<file path="src/rtl/matmul_pkg.sv">
// Shared definitions for the matrix-multiplier streaming front-end and the multiplier wrapper.
// Holds the element width, the controller state encoding and the flat-bus index helpers.
package matmul_pkg;

   localparam int WORD_W = 32;

   typedef enum logic [2:0] {
      LOAD_A = 3'd0,
      LOAD_B = 3'd1,
      START  = 3'd2,
      WAIT   = 3'd3,
      DRAIN  = 3'd4
   } state_e;

   // Row-major linear index of element (row, col) in a matrix with ncols columns.
   function automatic int flat_idx(input int row, input int col, input int ncols);
      return row * ncols + col;
   endfunction

   // LSB position of linear element idx inside a flat bus of WORD_W-bit words.
   function automatic int elem_lsb(input int idx);
      return idx * WORD_W;
   endfunction

endpackage

</file>
<file path="src/rtl/matmul_stream_ctrl_if.sv">
// Element stream bundle: input stream (A then B) and output stream (C, row-major).
interface matmul_stream_ctrl_if import matmul_pkg::*; #(parameter int W = WORD_W) ();
   logic         s_valid;
   logic         s_ready;
   logic [W-1:0] s_data;
   logic         m_valid;
   logic         m_ready;
   logic [W-1:0] m_data;
   logic         m_last;

   modport master (output s_valid, s_data, m_ready,
                   input  s_ready, m_valid, m_data, m_last);
   modport slave  (input  s_valid, s_data, m_ready,
                   output s_ready, m_valid, m_data, m_last);
endinterface

</file>
<file path="src/rtl/matmul_stream_ctrl.sv">
// Streaming front-end: loads A and B from an element stream, kicks the multiplier,
// then drains C row-major over a registered valid/ready output.
module matmul_stream_ctrl import matmul_pkg::*; #(
   parameter int M = 2,
   parameter int N = 2,
   parameter int P = 2,
   parameter int W = WORD_W
) (
   input  logic               clk,
   input  logic               reset,
   matmul_stream_ctrl_if.slave st,
   output logic               busy,
   output logic               mm_start,
   input  logic               mm_done,
   output logic [M*N*W-1:0]   mm_a,
   output logic [N*P*W-1:0]   mm_b,
   input  logic [M*P*W-1:0]   mm_c
);

   localparam int NA   = M * N;
   localparam int NB   = N * P;
   localparam int NC   = M * P;
   localparam int NMAX = (NA > NB) ? ((NA > NC) ? NA : NC) : ((NB > NC) ? NB : NC);
   localparam int CW   = $clog2(NMAX + 1);

   localparam logic [CW-1:0] A_LAST = CW'(NA - 1);
   localparam logic [CW-1:0] B_LAST = CW'(NB - 1);
   localparam logic [CW-1:0] C_LAST = CW'(NC - 1);

   state_e        state;
   logic [CW-1:0] cnt;
   logic [CW-1:0] cnt_nx;
   logic          s_hs;
   logic          m_hs;

   assign cnt_nx   = cnt + 1'b1;
   assign s_hs     = st.s_valid && st.s_ready;
   assign m_hs     = st.m_valid && st.m_ready;
   assign mm_start = (state == START);
   assign busy     = !((state == LOAD_A) && (cnt == '0));

   // s_ready/m_valid are registered so neither depends combinationally on the peer.
   always_ff @(posedge clk or posedge reset) begin
      if (reset) begin
         state      <= LOAD_A;
         cnt        <= '0;
         st.s_ready <= 1'b0;
         st.m_valid <= 1'b0;
         st.m_last  <= 1'b0;
         st.m_data  <= '0;
         mm_a       <= '0;
         mm_b       <= '0;
      end else begin
         case (state)
            LOAD_A: begin
               st.s_ready <= 1'b1;
               if (s_hs) begin
                  mm_a[elem_lsb(int'(cnt)) +: W] <= st.s_data;
                  if (cnt == A_LAST) begin
                     cnt   <= '0;
                     state <= LOAD_B;
                  end else begin
                     cnt <= cnt_nx;
                  end
               end
            end
            LOAD_B: begin
               if (s_hs) begin
                  mm_b[elem_lsb(int'(cnt)) +: W] <= st.s_data;
                  if (cnt == B_LAST) begin
                     cnt        <= '0;
                     st.s_ready <= 1'b0;
                     state      <= START;
                  end else begin
                     cnt <= cnt_nx;
                  end
               end
            end
            START: state <= WAIT;
            WAIT: begin
               // C and done land on the start edge, so done here is always fresh.
               if (mm_done) begin
                  state      <= DRAIN;
                  cnt        <= '0;
                  st.m_valid <= 1'b1;
                  st.m_data  <= mm_c[0 +: W];
                  st.m_last  <= (C_LAST == '0);
               end
            end
            DRAIN: begin
               if (m_hs) begin
                  if (st.m_last) begin
                     st.m_valid <= 1'b0;
                     st.m_last  <= 1'b0;
                     st.s_ready <= 1'b1;
                     cnt        <= '0;
                     state      <= LOAD_A;
                  end else begin
                     cnt       <= cnt_nx;
                     st.m_data <= mm_c[elem_lsb(int'(cnt_nx)) +: W];
                     st.m_last <= (cnt_nx == C_LAST);
                  end
               end
            end
            default: state <= LOAD_A;
         endcase
      end
   end

endmodule

</file>
<file path="src/flat_wrapper.sv">
// flat-port wrapper written by rule: the top's interface ports become plain ports
module matmul_stream_ctrl_flat import matmul_pkg::*;
#(
   parameter int M = 2,
   parameter int N = 2,
   parameter int P = 2,
   parameter int W = WORD_W
)
  (clk, reset, busy, mm_start, mm_done, mm_a, mm_b, mm_c, st_s_valid, st_s_data, st_m_ready, st_s_ready, st_m_valid, st_m_data, st_m_last);
  matmul_stream_ctrl_if #(.W(W)) st_i ();
  input  logic clk;
  input  logic reset;
  output logic busy;
  output logic mm_start;
  input  logic mm_done;
  output logic [M*N*W-1:0] mm_a;
  output logic [N*P*W-1:0] mm_b;
  input  logic [M*P*W-1:0] mm_c;
  input wire logic [$bits(st_i.s_valid)-1:0] st_s_valid;
  input wire logic [$bits(st_i.s_data)-1:0] st_s_data;
  input wire logic [$bits(st_i.m_ready)-1:0] st_m_ready;
  output wire logic [$bits(st_i.s_ready)-1:0] st_s_ready;
  output wire logic [$bits(st_i.m_valid)-1:0] st_m_valid;
  output wire logic [$bits(st_i.m_data)-1:0] st_m_data;
  output wire logic [$bits(st_i.m_last)-1:0] st_m_last;
  assign st_i.s_valid = st_s_valid;
  assign st_i.s_data = st_s_data;
  assign st_i.m_ready = st_m_ready;
  assign st_s_ready = st_i.s_ready;
  assign st_m_valid = st_i.m_valid;
  assign st_m_data = st_i.m_data;
  assign st_m_last = st_i.m_last;
  matmul_stream_ctrl #(.M(M), .N(N), .P(P), .W(W)) u_core (.clk(clk), .reset(reset), .st(st_i), .busy(busy), .mm_start(mm_start), .mm_done(mm_done), .mm_a(mm_a), .mm_b(mm_b), .mm_c(mm_c));
endmodule
</file>
<file path="config.mk">
export PLATFORM = sky130hd
export DESIGN_NAME = matmul_stream_ctrl_flat
export DESIGN_NICKNAME = d
export VERILOG_FILES = /design/src/rtl/matmul_pkg.sv /design/src/rtl/matmul_stream_ctrl_if.sv /design/src/rtl/matmul_stream_ctrl.sv /design/src/flat_wrapper.sv
export SDC_FILE = /design/constraint.sdc
export NUM_CORES = 1
export LEC_CHECK = 0
export BUFFER_PORTS_ARGS = -buffer_cell sky130_fd_sc_hd__clkbuf_2
export CORE_AREA = 2 2 178 180
export DETAILED_ROUTE_END_ITERATION = 12
export DIE_AREA = 0 0 180 182
export PLACE_DENSITY = 0.79
export SYNTH_ARGS = -nofsm -noshare
export SYNTH_HDL_FRONTEND = slang
export SYNTH_SLANG_ARGS = --single-unit
</file>
<file path="constraint.sdc">
create_clock -name clk -period 8.4 [get_ports clk]
set_input_delay 0.84 -clock clk [delete_from_list [all_inputs] [get_ports clk]]
set_output_delay 0.84 -clock clk [all_outputs]
set_load 0.02 [all_outputs]
</file>
==> key figures, run 1 <==
Global routing
  • GRT Util Overall: a little under a quarter
  • First-pass GRT wire length: 58570 um
  • Initial antenna violation count: 1
  • Vias in the first global route: just over 10000
  • Largest net degree at the start of global routing: roughly 180
  • Gr ovfl total: 0

Detailed routing
  • Wirelength, routed: 37870 um
  • DRC viols: 0
  • Post-route ant nets: 0
  • Routed len/inst: about 21 um
  • Via/cell ratio: around 5.3
  • Pre-Repair DR Iteration Count: 5
  • Drt initial violations: just over 500
  • Routed vias: between 9000 and 10000

Finish
  • Layout area overhead: 27.58%
  • Fillers: roughly 2600
  • Layout cells sized above 1: between 50% and 60%
  • Nets@finish: between 1500 and 2000
  • Post-route insts no fill: roughly 1800

Job
  • # Max-Cap Violations: 0

Yosys
  • Number of synthesized register bits: 297
  • Synth Cell Area: 13180 um2
  • Post-synthesis sequential area ratio: a little under three fifths
  • Compound-Gate Fraction of Synth Area: roughly 4.3%
  • Mux contribution to synthesized area: roughly 28%
  • Post-Synth Adder-Cell Area: less than 1%
  • Synth cell count leaders: 297 x dfrtp_1, 249 x mux2_2, 117 x and2_1
  • Xor/xnor share of the synthesized area: less than 1%
  • Cell variety after synth: 39
  • Synth top area cells: dfrtp_1 56%, mux2_2 21%, and2_1 5.6%
  • Post-synth top area cell: dfrtp_1
  • Ys async rst share: 100.0%
  • Syn_nets: 1126
  • Dominant cell by count in the synthesized netlist: dfrtp_1
  • Synth warnings: 0
  • Post-synth top flop: dfrtp_1
  • Main combinational cell family by area after synthesis: multiplexers
  • Post-synth EDFFs: 0
  • Top cell type's share of synthesized area: a little under three fifths
  • Synth Area in Simple Gates: a little over 8%
  • Synth Instances: between 900 and 1000
  • Syn Area/Cell: ~14 um2

Critical path
  • Req. time, crit path: slightly below 9 ns
  • Critical path capture point type: flop
  • CP Launch Type: flop
  • Worst EP arrival: ~4.8 ns
  • Crit Path Class: flop to flop
  • CP Max Fanout: 42

CTS
  • Htree depth: 1
  • Clock root buffer: clkbuf_16
  • Clock-pin slew on the worst setup and hold paths: ~0.06 ns
  • Clock buffer depth: 3
  • Clk_lat worst skew: between 0.5 and 0.6 ns
  • Hold-fix buffers, CTS: 0
  • Clk sinks: just under 300
  • CTS buffer count: 31
  • CTS tree: built
  • Setup Fix Bufs, Post-CTS: 0
  • Post-CTS Resized: 0

STA
  • Peak Freq: approximately 0.23 GHz
  • Final worst path period share: around half
  • Fin crit period: roughly 4.3 ns
  • Setup TNS: 0 ns
  • Finish-stage setup viols: 0
  • Rel. slew slack: 19.00%
  • Worst Skew: 0.01889 ns
  • Slew Viols, Final: 0
  • Slew @ Worst Pin: about 1.2 ns
  • Final Hold Vio Count: 0
  • RSZ-0062 raised after global routing: false

Min path
  • Hold Crit Class: input port to async pin

Floorplanning
  • Die area: between 30000 and 40000 um2
  • Die Y: 182 um
  • # rows: 65
  • Die X: around 180 um
  • Core Box Area: roughly 31000 um2
  • Top-level I/O count: about 460
  • Starting density of the core: between 40% and 50%

Placement
  • Placer Congestion: between 0.8 and 0.9
  • Placed insts: approximately 1800
  • DP HPWL: around 27000 um
  • IO Port Bufs: ~460

Status
  • Status: finished, final reports clean

Power and ir drop
  • Total Power: a little under 3 mW
  • VDD IR max: 0.1332 mV
  • PD cells: between 150 and 200 nW/um2
  • Leak: 9.106 nW
worst paths after layout:
path | startpoint | endpoint | slack [ns] | cells after the start
min in group clk | u_core.mm_a[8]$_DFFE_PP0P_ | u_core.mm_a[8]$_DFFE_PP0P_ | 0.49 | 1
setup / recovery | u_core.cnt[0]$_DFFE_PP0P_ | u_core.mm_b[26]$_DFFE_PP0P_ | 4.09 | 7
setup reg to reg | u_core.cnt[0]$_DFFE_PP0P_ | u_core.mm_b[26]$_DFFE_PP0P_ | 4.09 | 7
max in group asynchronous | reset | u_core.mm_b[10]$_DFFE_PP0P_ | 6.45 | 3
hold reg to reg | u_core.mm_a[8]$_DFFE_PP0P_ | u_core.mm_a[8]$_DFFE_PP0P_ | 0.49 | 1
hold / removal | reset | u_core.mm_a[88]$_DFFE_PP0P_ | 0.44 | 2
sequential cells by signal, indices dropped and copies added (netlist names):
register	cells
u_core.mm_a	128
u_core.mm_b	128
u_core.st.m_data	32
u_core.cnt	3
u_core.state	3
u_core.st.m_last	1
u_core.st.m_valid	1
u_core.st.s_ready	1
kinds of logic (layout without fill, tap and decap cells):
| kind of cell | Yosys count | after routing |
|---|---|---|
| buffers and inverters | 75 | 528 |
| other | 0 | 1 |
| xor gates and xnor gates | 1 | 1 |
| muxes | 292 | 292 |
| AOI/OAI and AO/OA | 86 | 86 |
| adders and majority gates | 9 | 9 |
| DFF | 297 | 297 |
| and+or+nand+nor | 192 | 192 |
cell type report:
cell class | count | area [um2] | area share [%]
flip-flops and latches | 297 | 7433 | 44.22
multi-input cells | 580 | 5456 | 32.46
repair buffers | 465 | 2360 | 14.04
clock buffers | 45 | 928.4 | 5.523
well taps | 402 | 503.0 | 2.992
clock inverters | 11 | 95.09 | 0.5657
inverters | 7 | 30.03 | 0.1787
diodes | 1 | 2.502 | 0.01489
worst max-delay path: stages (launching register included):
cell and delay, ns:
dfrtp_2 0.33, buf_4 0.57, inv_1 0.20, ha_1 0.26, ha_1 0.41, nor2_2 0.81, nand3_2 1.01, mux2_2 0.59
per-layer routing:
metal	global-route usage (%)	part of all wire (%)
met2	39.82	50
met4	7.057	2.9
met3	6.418	8.0
met5	0	0
met1	26.90	39
report_power, final:
part	switching [mW]	internal [mW]	leakage, nW
logic	0.0544	0.0389	4.46
clock network	0.564	0.794	0.518
registers	0	1.43	4.13
placed cells by master, fill, tap and decap left out, drive strengths merged, types with 2 or more instances in the layout:
cell,netlist,routed
clkbuf,31,502
inv,7,7
o221ai,2,2
clkinv,0,9
dfrtp,297,297
nand3b,2,2
nand2,5,5
mux4,32,32
nor3,2,2
and3,7,7
o21ai,6,6
and2,117,117
buf,37,8
a22oi,32,32
a21oi,36,36
ha,9,9
nor2,42,42
nor3b,3,3
o211ai,2,2
mux2,258,258
mux2i,2,2
nand3,7,7
o31ai,2,2
per-stage QoR:
stage	hold slack (ns)	setup slack, ns	cell area, um2	util (%)
after floorplan	0.5870	3.615	13180	-
final	0.4371	4.089	16810	54.25
after global placement	0.4697	4.097	15780	50.93
after detailed placement	0.4757	3.934	15780	50.93
after CTS	0.4616	3.919	16810	54.24
after global routing	0.4959	3.584	16810	54.25
No activity file was read; power rests on OpenSTA's default activity.
==> run 2, diff against run 1 <==
ABC_AREA = 1   (was not set)
CORE_AREA = not set   (was 2 2 178 180)
CORE_UTILIZATION = 47   (was not set)
DIE_AREA = not set   (was 0 0 180 182)
PLACE_DENSITY = 0.84   (was 0.79)
clock period = 3.7 ns   (was 8.4 ns; I/O delays follow)
==> run 2 against run 1 <==
  * Largest power group is now combinational cells
  * Flip-flop and latch count unchanged
  * Register-to-register slack worse by 3.5 ns
  * Highest routed layer unchanged
  * Die area down 5.4%
  * Largest cell class unchanged
  * Combinational power rose to 75 times the previous value
  * Setup slack worse by 3.5 ns
  * Clock skew up 0.010 ns
  * Via count up 50%
  * Total power rose to 5.1 times the previous value
  * First-iteration DRC count rose to 2.6 times the previous value
  * Synthesized cell count up 97%
  * Maximum frequency up 39%
  * Routed wire length up 25%
==> key figures, run 2 <==
Yosys
  • Top cell type's share of synthesized area: 52.18% (-4.2 points)
  • Ys async rst share: 100.0% (unchanged)
  • Post-synth top flop: dfrtp_1
  • Post-synthesis sequential area ratio: 52.18% (-4.2 points)
  • Cell variety after synth: 24 (-38%)
  • Syn Area/Cell: 7.580 um2 (-45%)
  • Synth Instances: 1879 (+97%)
  • Dominant cell by count in the synthesized netlist: nand2_1
  • Synth cell count leaders: 801 x nand2_1, 297 x dfrtp_1, 155 x o21ai_1
  • Synth top area cells: dfrtp_1 52%, nand2_1 21%, o21ai_1 5.4%
  • Synth warnings: 0 (unchanged)
  • Syn_nets: 2053 (+82%)
  • Post-synth top area cell: dfrtp_1
  • Number of synthesized register bits: 297 (unchanged)
  • Synth Cell Area: 14240 um2 (+8.1%)
  • Post-synth EDFFs: 0 (unchanged)

STA
  • Finish-stage setup viols: 0 (unchanged)
  • Slew Viols, Final: 0 (unchanged)
  • Worst Skew: 0.02935 ns (+0.01046 ns)
  • Setup TNS: 0 ns (unchanged)
  • Peak Freq: 0.3213 GHz (+39%)
  • Fin crit period: 3.112 ns (-1.199 ns)
  • Final Hold Vio Count: 0 (unchanged)
  • Rel. slew slack: 23.42% (+4.4 points)
  • Fin Hold WS: 0.1229 ns (-0.3142 ns)
  • Slew @ Worst Pin: 1.149 ns (-0.06632 ns)
  • Final worst path period share: 84.12% (+33 points)
  • RSZ-0062 raised after global routing: false

Detailed routing
  • DRC viols: 0 (unchanged)
  • Pre-Repair DR Iteration Count: 6 (+1)
  • Routed vias: 14310 (+50%)
  • Wirelength, routed: 47180 um (+25%)
  • Routed len/inst: 17.57 um (-16%)
  • Via/cell ratio: 5.326 (+1.2%)
  • Drt initial violations: 1333 (+160%)
  • Post-route ant nets: 0 (unchanged)

Power and ir drop
  • Clock power frac: 19.8% (-27 points)
  • Register share of total power: 33.1% (-16 points)
  • Switching part of the total: 47.30% (+26 points)
  • Internal: 7.790 mW (+240%)
  • VDD IR max: 0.4832 mV (+260%)
  • PD cells: 841.5 nW/um2 (+390%)
  • Leak: 10.33 nW (+13%)
  • Gate power share: 47.1% (+44 points)
  • Switching power total: 6.992 mW (+1000%)

Critical path
  • Crit Path Class: flop to flop
  • Reg2Reg Capture Point: u_core.mm_a[8]$_DFFE_PP0P_
  • Reg-to-Reg Start: u_core.cnt[0]$_DFFE_PP0P_
  • Req. time, crit path: 4.10 ns (-4.74 ns)
  • CP Max Fanout: 70 (+67%)
  • Critical path capture point type: flop
  • R2r setup slk: 0.59 ns (-3.50 ns)
  • CP Launch Type: flop
  • Crit path from: u_core.cnt[0]$_DFFE_PP0P_
  • Worst R2R Path Depth: 7 (unchanged)
  • Worst EP arrival: 3.52 ns (-1.24 ns)

Finish
  • Biggest registers after layout: u_core.mm_a (128), u_core.mm_b (128), u_core.st.m_data (32)
  • Multi-input gate area in the final layout: 5589 um2 (+2.4%)
  • Fillers: 2633 (+2.1%)
  • Layout area overhead: 23.33%
  • Nets@finish: 2446 (+57%)
  • Diodes inserted: 0 (-1)
  • Most frequent cells in the layout: 799 x nand2_1, 457 x clkbuf_2, 296 x dfrtp_1, 155 x o21ai_1, 152 x inv_1
  • FF+latch area: 7436 um2 (about the same)
  • Final instance area: 17570 um2 (+4.5%)
  • Most common cell after layout, fill and taps aside: nand2_1
  • Layout cells sized above 1: 24.56% (-33 points)

CTS
  • Hold-fix buffers, CTS: 1 (+1)
  • CTS tree: built
  • Clock-pin slew on the worst setup and hold paths: 0.06 ns (about the same)
  • Clk sinks: 297 (unchanged)
  • Clk_lat worst skew: 0.57 ns (about the same)
  • Htree depth: 1 (unchanged)
  • Clock buffer depth: 3 (unchanged)
  • CTS buffer count: 30 (-3.2%)
  • Post-CTS Resized: 0 (unchanged)
  • Clock root buffer: clkbuf_16
  • Setup Fix Bufs, Post-CTS: 0 (unchanged)

Global routing
  • Largest net degree at the start of global routing: 126 (-32%)
  • Vias in the first global route: 13610 (+34%)
  • First-pass GRT wire length: 73780 um (+26%)
  • GRT Util Overall: 30.22% (+7.6 points)
  • Gr ovfl total: 0 (unchanged)
  • Initial antenna violation count: 0 (-1)

Min path
  • Worst hold path endpoint: u_core.st.m_data[23]$_DFFE_PP0P_
  • Hold Startpoint: mm_c[23]
  • Hold Crit Class: input port to flop
  • Hold depth: 5

Floorplanning
  • Top-level I/O count: 458 (unchanged)
  • Die Y: 176.1 um (-3.2%)
  • Starting density of the core: 47.93% (+5.4 points)
  • Core Box Area: 29720 um2 (-4.1%)
  • # rows: 63 (-3.1%)
  • Die area: 31010 um2 (-5.4%)
  • Die X: 176.1 um (-2.2%)

Job
  • # Max-Cap Violations: 0 (unchanged)

Placement
  • Placer Congestion: 0.9192 (+8.7%)
  • DP HPWL: 34090 um (+26%)
  • IO Port Bufs: 457 (unchanged)
  • Area after DPL: 16600 um2 (+5.2%)

Status
  • Status: finished, final reports clean
==> run 2: cell types whose count changed in the layout (fill, tap and decap cells not counted), sizes merged, moves of 117 or more <==
cell,before,now
nand3,7,134
nand2,5,808
mux2,258,0
inv,7,159
o21ai,6,267
and2,117,0
==> run 2: layout make-up <==
class | instances | share of cell area (%)
sequential | 297 | 42.33
multi-input combinational | 1303 | 31.82
timing repair buffer | 480 | 14.16
clock buffer | 42 | 4.929
inverter | 160 | 3.462
tap | 390 | 2.778
clock inverter | 14 | 0.5271
==> run 2: worst max-delay path, stage by stage (launching register included) <==
cell and delay [ns]:
dfrtp_4 0.47, inv_2 0.06, buf_4 0.52, nand3_2 0.51, nor2_2 0.27, nand2_2 0.65
nand2_1 0.32, o21ai_1 0.11
==> run 2: how the worst max path moves through the flow <==
stage | to | slack, ns | cells past startpoint
final | u_core.mm_a[8]$_DFFE_PP0P_ | 0.59 | 7
after global routing | u_core.mm_a[8]$_DFFE_PP0P_ | 0.28 | 7
after CTS | u_core.mm_a[8]$_DFFE_PP0P_ | 0.53 | 7
after detailed placement | u_core.mm_a[8]$_DFFE_PP0P_ | 0.55 | 7
after global placement | u_core.mm_a[29]$_DFFE_PP0P_ | 0.70 | 7
after floorplan | u_core.cnt[0]$_DFFE_PP0P_ | -0.62 | 1
==> run 2: logic make-up (layout without fill, tap and decap cells) <==
family | Yosys count | in the layout | synth area share (%)
simple gates | 1027 | 1027 | 29.03
flops | 297 | 297 | 52.18
buf+inv | 279 | 696 | 8.617
compound gates | 267 | 267 | 9.382
fa+ha+maj | 9 | 9 | 0.7906
==> run 2: metal layers <==
layer / up-vias / GRT usage (%) / routed length, um
li1: 6642 / - / -
met1: 6682 / 37.38 / 17540
met2: 821 / 50.98 / 22920
met3: 161 / 5.039 / 4148
met4: 0 / 15.29 / 2575
met5: - / 0 / 0
==> run 2: power by group through the flow <==
stage	logic, mW	clock network (mW)	registers [mW]
final	6.97	2.92	4.89
after global routing	7.66	3.09	4.99
after CTS	6.97	2.96	4.87
after detailed placement	6.95	0	4.91
after global placement	6.80	0	4.88
after floorplan	3.53	0	5.95
==> run 2: stage by stage <==
stage / utilization [%] / total power, mW / std cells / setup WS, ns
after global placement: 55.85 / 11.68 / 2629 / 0.7035
after CTS: 59.11 / 14.80 / 2686 / 0.5283
after detailed placement: 55.85 / 11.86 / 2629 / 0.5524
final: 59.11 / 14.78 / 2686 / 0.5875
after floorplan: - / 9.476 / 1879 / -0.6151
after global routing: 59.11 / 15.74 / 2686 / 0.2760
==> run 3, diff against run 2 <==
CORE_AREA = 2 2 176 178   (was not set)
CORE_UTILIZATION = not set   (was 47)
DIE_AREA = 0 0 178 180   (was not set)
PLACE_DENSITY = 0.81   (was 0.84)
clock period = 3.1 ns   (was 3.7 ns; I/O delays follow)
==> run 3 against run 2 <==
  * Die area increased by 3.3%
  * Clock skew decreased by 0.0045 ns
  * Final cell count increased by 0.60%
  * Hold slack got worse by 0.063 ns
  * First-iteration DRC count decreased by 18%
  * Clock power increased by 38%
  * Final area increased by 1.5%
  * Critical endpoint is now u_core.mm_a[54]$_DFFE_PP0P_
  * Via count decreased by 1.0%
  * Critical path depth increased by 2
  * Total power increased by 24%
  * Combinational power increased by 21%
==> key figures, run 3 (synthesis results as in run 2) <==
Status
  • Status: finished, final reports clean

Floorplanning
  • # rows: 64 (+1.6%)
  • Starting density of the core: 47.18% (-0.75 points)
  • Die area: 32040 um2 (+3.3%)
  • Die X: 178 um (+1.1%)
  • Die Y: 180 um (+2.2%)
  • Core Box Area: 30190 um2 (+1.6%)
  • Top-level I/O count: 458 (unchanged)

Min path
  • Worst hold path endpoint: u_core.mm_a[4]$_DFFE_PP0P_
  • Hold Startpoint: st_s_data[4]
  • Hold depth: 3 (-2)
  • Hold Crit Class: input port to flop

CTS
  • CTS tree: built
  • Htree depth: 1 (unchanged)
  • Clock buffer depth: 3 (unchanged)
  • Clock root buffer: clkbuf_16
  • Clk sinks: 297 (unchanged)
  • Clk_lat worst skew: 0.56 ns (about the same)
  • CTS buffer count: 31 (+3.3%)
  • Post-CTS Resized: 0 (unchanged)
  • Clock-pin slew on the worst setup and hold paths: 0.06 ns (about the same)

Global routing
  • Largest net degree at the start of global routing: 105 (-17%)
  • First-pass GRT wire length: 74660 um (+1.2%)
  • GRT Util Overall: 29.57% (-0.65 points)
  • Gr ovfl total: 0 (unchanged)
  • Vias in the first global route: 13730 (+0.90%)
  • Initial antenna violation count: 1 (+1)

Power and ir drop
  • PD cells: 1028 nW/um2 (+22%)
  • Total Power: 18.33 mW (+24%)
  • VDD IR max: 0.6128 mV (+27%)
  • Leak: 10.46 nW (+1.2%)

Placement
  • IO Port Bufs: 457 (unchanged)
  • DP HPWL: 34410 um (+0.91%)
  • Pre-CTS WS: 0.4337 ns (-0.1188 ns)
  • Area after DPL: 16700 um2 (+0.63%)
  • Placer Congestion: 0.9257 (+0.71%)
  • Placed insts: 2644 (+0.57%)

Job
  • # Max-Cap Violations: 0 (unchanged)

Detailed routing
  • Drt initial violations: 1099 (-18%)
  • Wirelength, routed: 47470 um (+0.60%)
  • DRC viols: 0 (unchanged)
  • Post-route ant nets: 0 (unchanged)
  • Pre-Repair DR Iteration Count: 6 (unchanged)
  • Via/cell ratio: 5.242 (-1.6%)
  • Routed vias: 14160 (-1.0%)
  • Routed len/inst: 17.57 um (about the same)

Critical path
  • CP Max Fanout: 23 (-67%)
  • R2r setup slk: 0.40 ns (-0.19 ns)
  • CP Launch Type: flop
  • Crit Path Class: flop to flop
  • Req. time, crit path: 3.58 ns (-0.52 ns)
  • Reg2Reg Capture Point: u_core.mm_a[54]$_DFFE_PP0P_
  • Worst R2R Path Depth: 9 (+2)
  • Worst EP arrival: 3.18 ns (-0.34 ns)
  • Reg-to-Reg Start: u_core.cnt[1]$_DFFE_PP0P_
  • Critical path capture point type: flop

STA
  • Setup TNS: 0 ns (unchanged)
  • RSZ-0062 raised after global routing: false
  • Rel. slew slack: 47.50% (+24 points)
  • Final Hold Vio Count: 0 (unchanged)
  • Slew @ Worst Pin: 0.7867 ns (-0.3620 ns)
  • Finish-stage setup viols: 0 (unchanged)
  • Worst Skew: 0.02489 ns (-0.004457 ns)
  • Final worst path period share: 87.05% (+2.9 points)
  • Peak Freq: 0.3706 GHz (+15%)
  • Setup WS post-layout: 0.4013 ns (-0.1862 ns)
  • Fin crit period: 2.699 ns (-0.4138 ns)
  • Fin Hold WS: 0.06027 ns (-0.06262 ns)
  • Slew Viols, Final: 0 (unchanged)

Finish
  • Layout area overhead: 25.24%
  • Finished Core Util: 59.09% (about the same)
  • Most common cell after layout, fill and taps aside: nand2_1
  • Most frequent cells in the layout: 799 x nand2_1, 457 x clkbuf_2, 296 x dfrtp_1, 155 x o21ai_1, 152 x inv_1
  • Post-route insts no fill: 2702 (+0.60%)
  • Biggest registers after layout: u_core.mm_a (128), u_core.mm_b (128), u_core.st.m_data (32)
  • Final instance area: 17840 um2 (+1.5%)
  • FF+latch area: 7436 um2 (unchanged)
  • Diodes inserted: 0 (unchanged)
  • Layout cells sized above 1: 24.89% (+0.33 points)
  • Nets@finish: 2456 (+0.41%)
  • Fillers: 2702 (+2.6%)
  • Multi-input gate area in the final layout: 5594 um2 (about the same)
run 3: changes by cell type in the layout (fill, tap and decap cells not counted), sizes merged:
| cell | before | now |
|---|---|---|
| buf | 22 | 31 |
| bufinv | 0 | 5 |
| clkbuf | 499 | 503 |
| clkinv | 11 | 4 |
| clkinvlp | 4 | 3 |
run 3: power breakdown:
group          switching (mW)  leakage [nW]  internal, mW
logic                    6.12          5.87          2.34
clock network            1.55         0.547          2.49
registers               0.790          4.04          5.05
total                    8.46          10.5          9.87
run 3: how the worst max path moves through the flow:
| stage | start | endpoint | slack, ns | cells after the start |
|---|---|---|---|---|
| 2_1_floorplan | reset | u_core.cnt[0]$_DFFE_PP0P_ | -1.16 | 1 |
| 3_5_place_dp | u_core.cnt[1]$_DFFE_PP0P_ | u_core.mm_a[54]$_DFFE_PP0P_ | 0.43 | 9 |
| 6_report | u_core.cnt[1]$_DFFE_PP0P_ | u_core.mm_a[54]$_DFFE_PP0P_ | 0.40 | 9 |
| 5_1_grt | u_core.cnt[1]$_DFFE_PP0P_ | u_core.mm_a[54]$_DFFE_PP0P_ | 0.21 | 9 |
| 3_3_place_gp | u_core.cnt[1]$_DFFE_PP0P_ | u_core.mm_a[54]$_DFFE_PP0P_ | 0.55 | 9 |
| 4_1_cts | u_core.cnt[1]$_DFFE_PP0P_ | u_core.mm_a[54]$_DFFE_PP0P_ | 0.40 | 9 |
run 3: layout make-up:
type	count	share of cell area, %
sequential	297	41.68
multi-input combinational	1303	31.36
timing repair buffer	489	14.46
clock buffer	46	5.225
inverter	160	3.409
tap	396	2.778
clock inverter	11	1.080
run 3: routing by layer:
metal	vias to the layer above	GRT usage, %	wire length (um)
li1	6672	-	-
met1	6598	37.04	18280
met2	748	49.07	22630
met3	143	5.584	4136
met4	2	14.26	2406
met5	-	0	13
run 3: repair_timing:
action                                 4_1_cts  5_1_grt
buffers inserted                             0        0
endpoints found under the hold margin       19        0
setup endpoints to repair                    0        0
hold buffers                                 1        0
run 3: critical path, cell delays in order (launching register included):
cell     delay, ns
dfrtp_1       0.43
inv_1         0.11
ha_1          0.19
ha_1          0.51
nand2_2       0.41
buf_4         0.36
nor2_2        0.15
buf_4         0.28
nand2_1       0.10
nand2_1       0.09
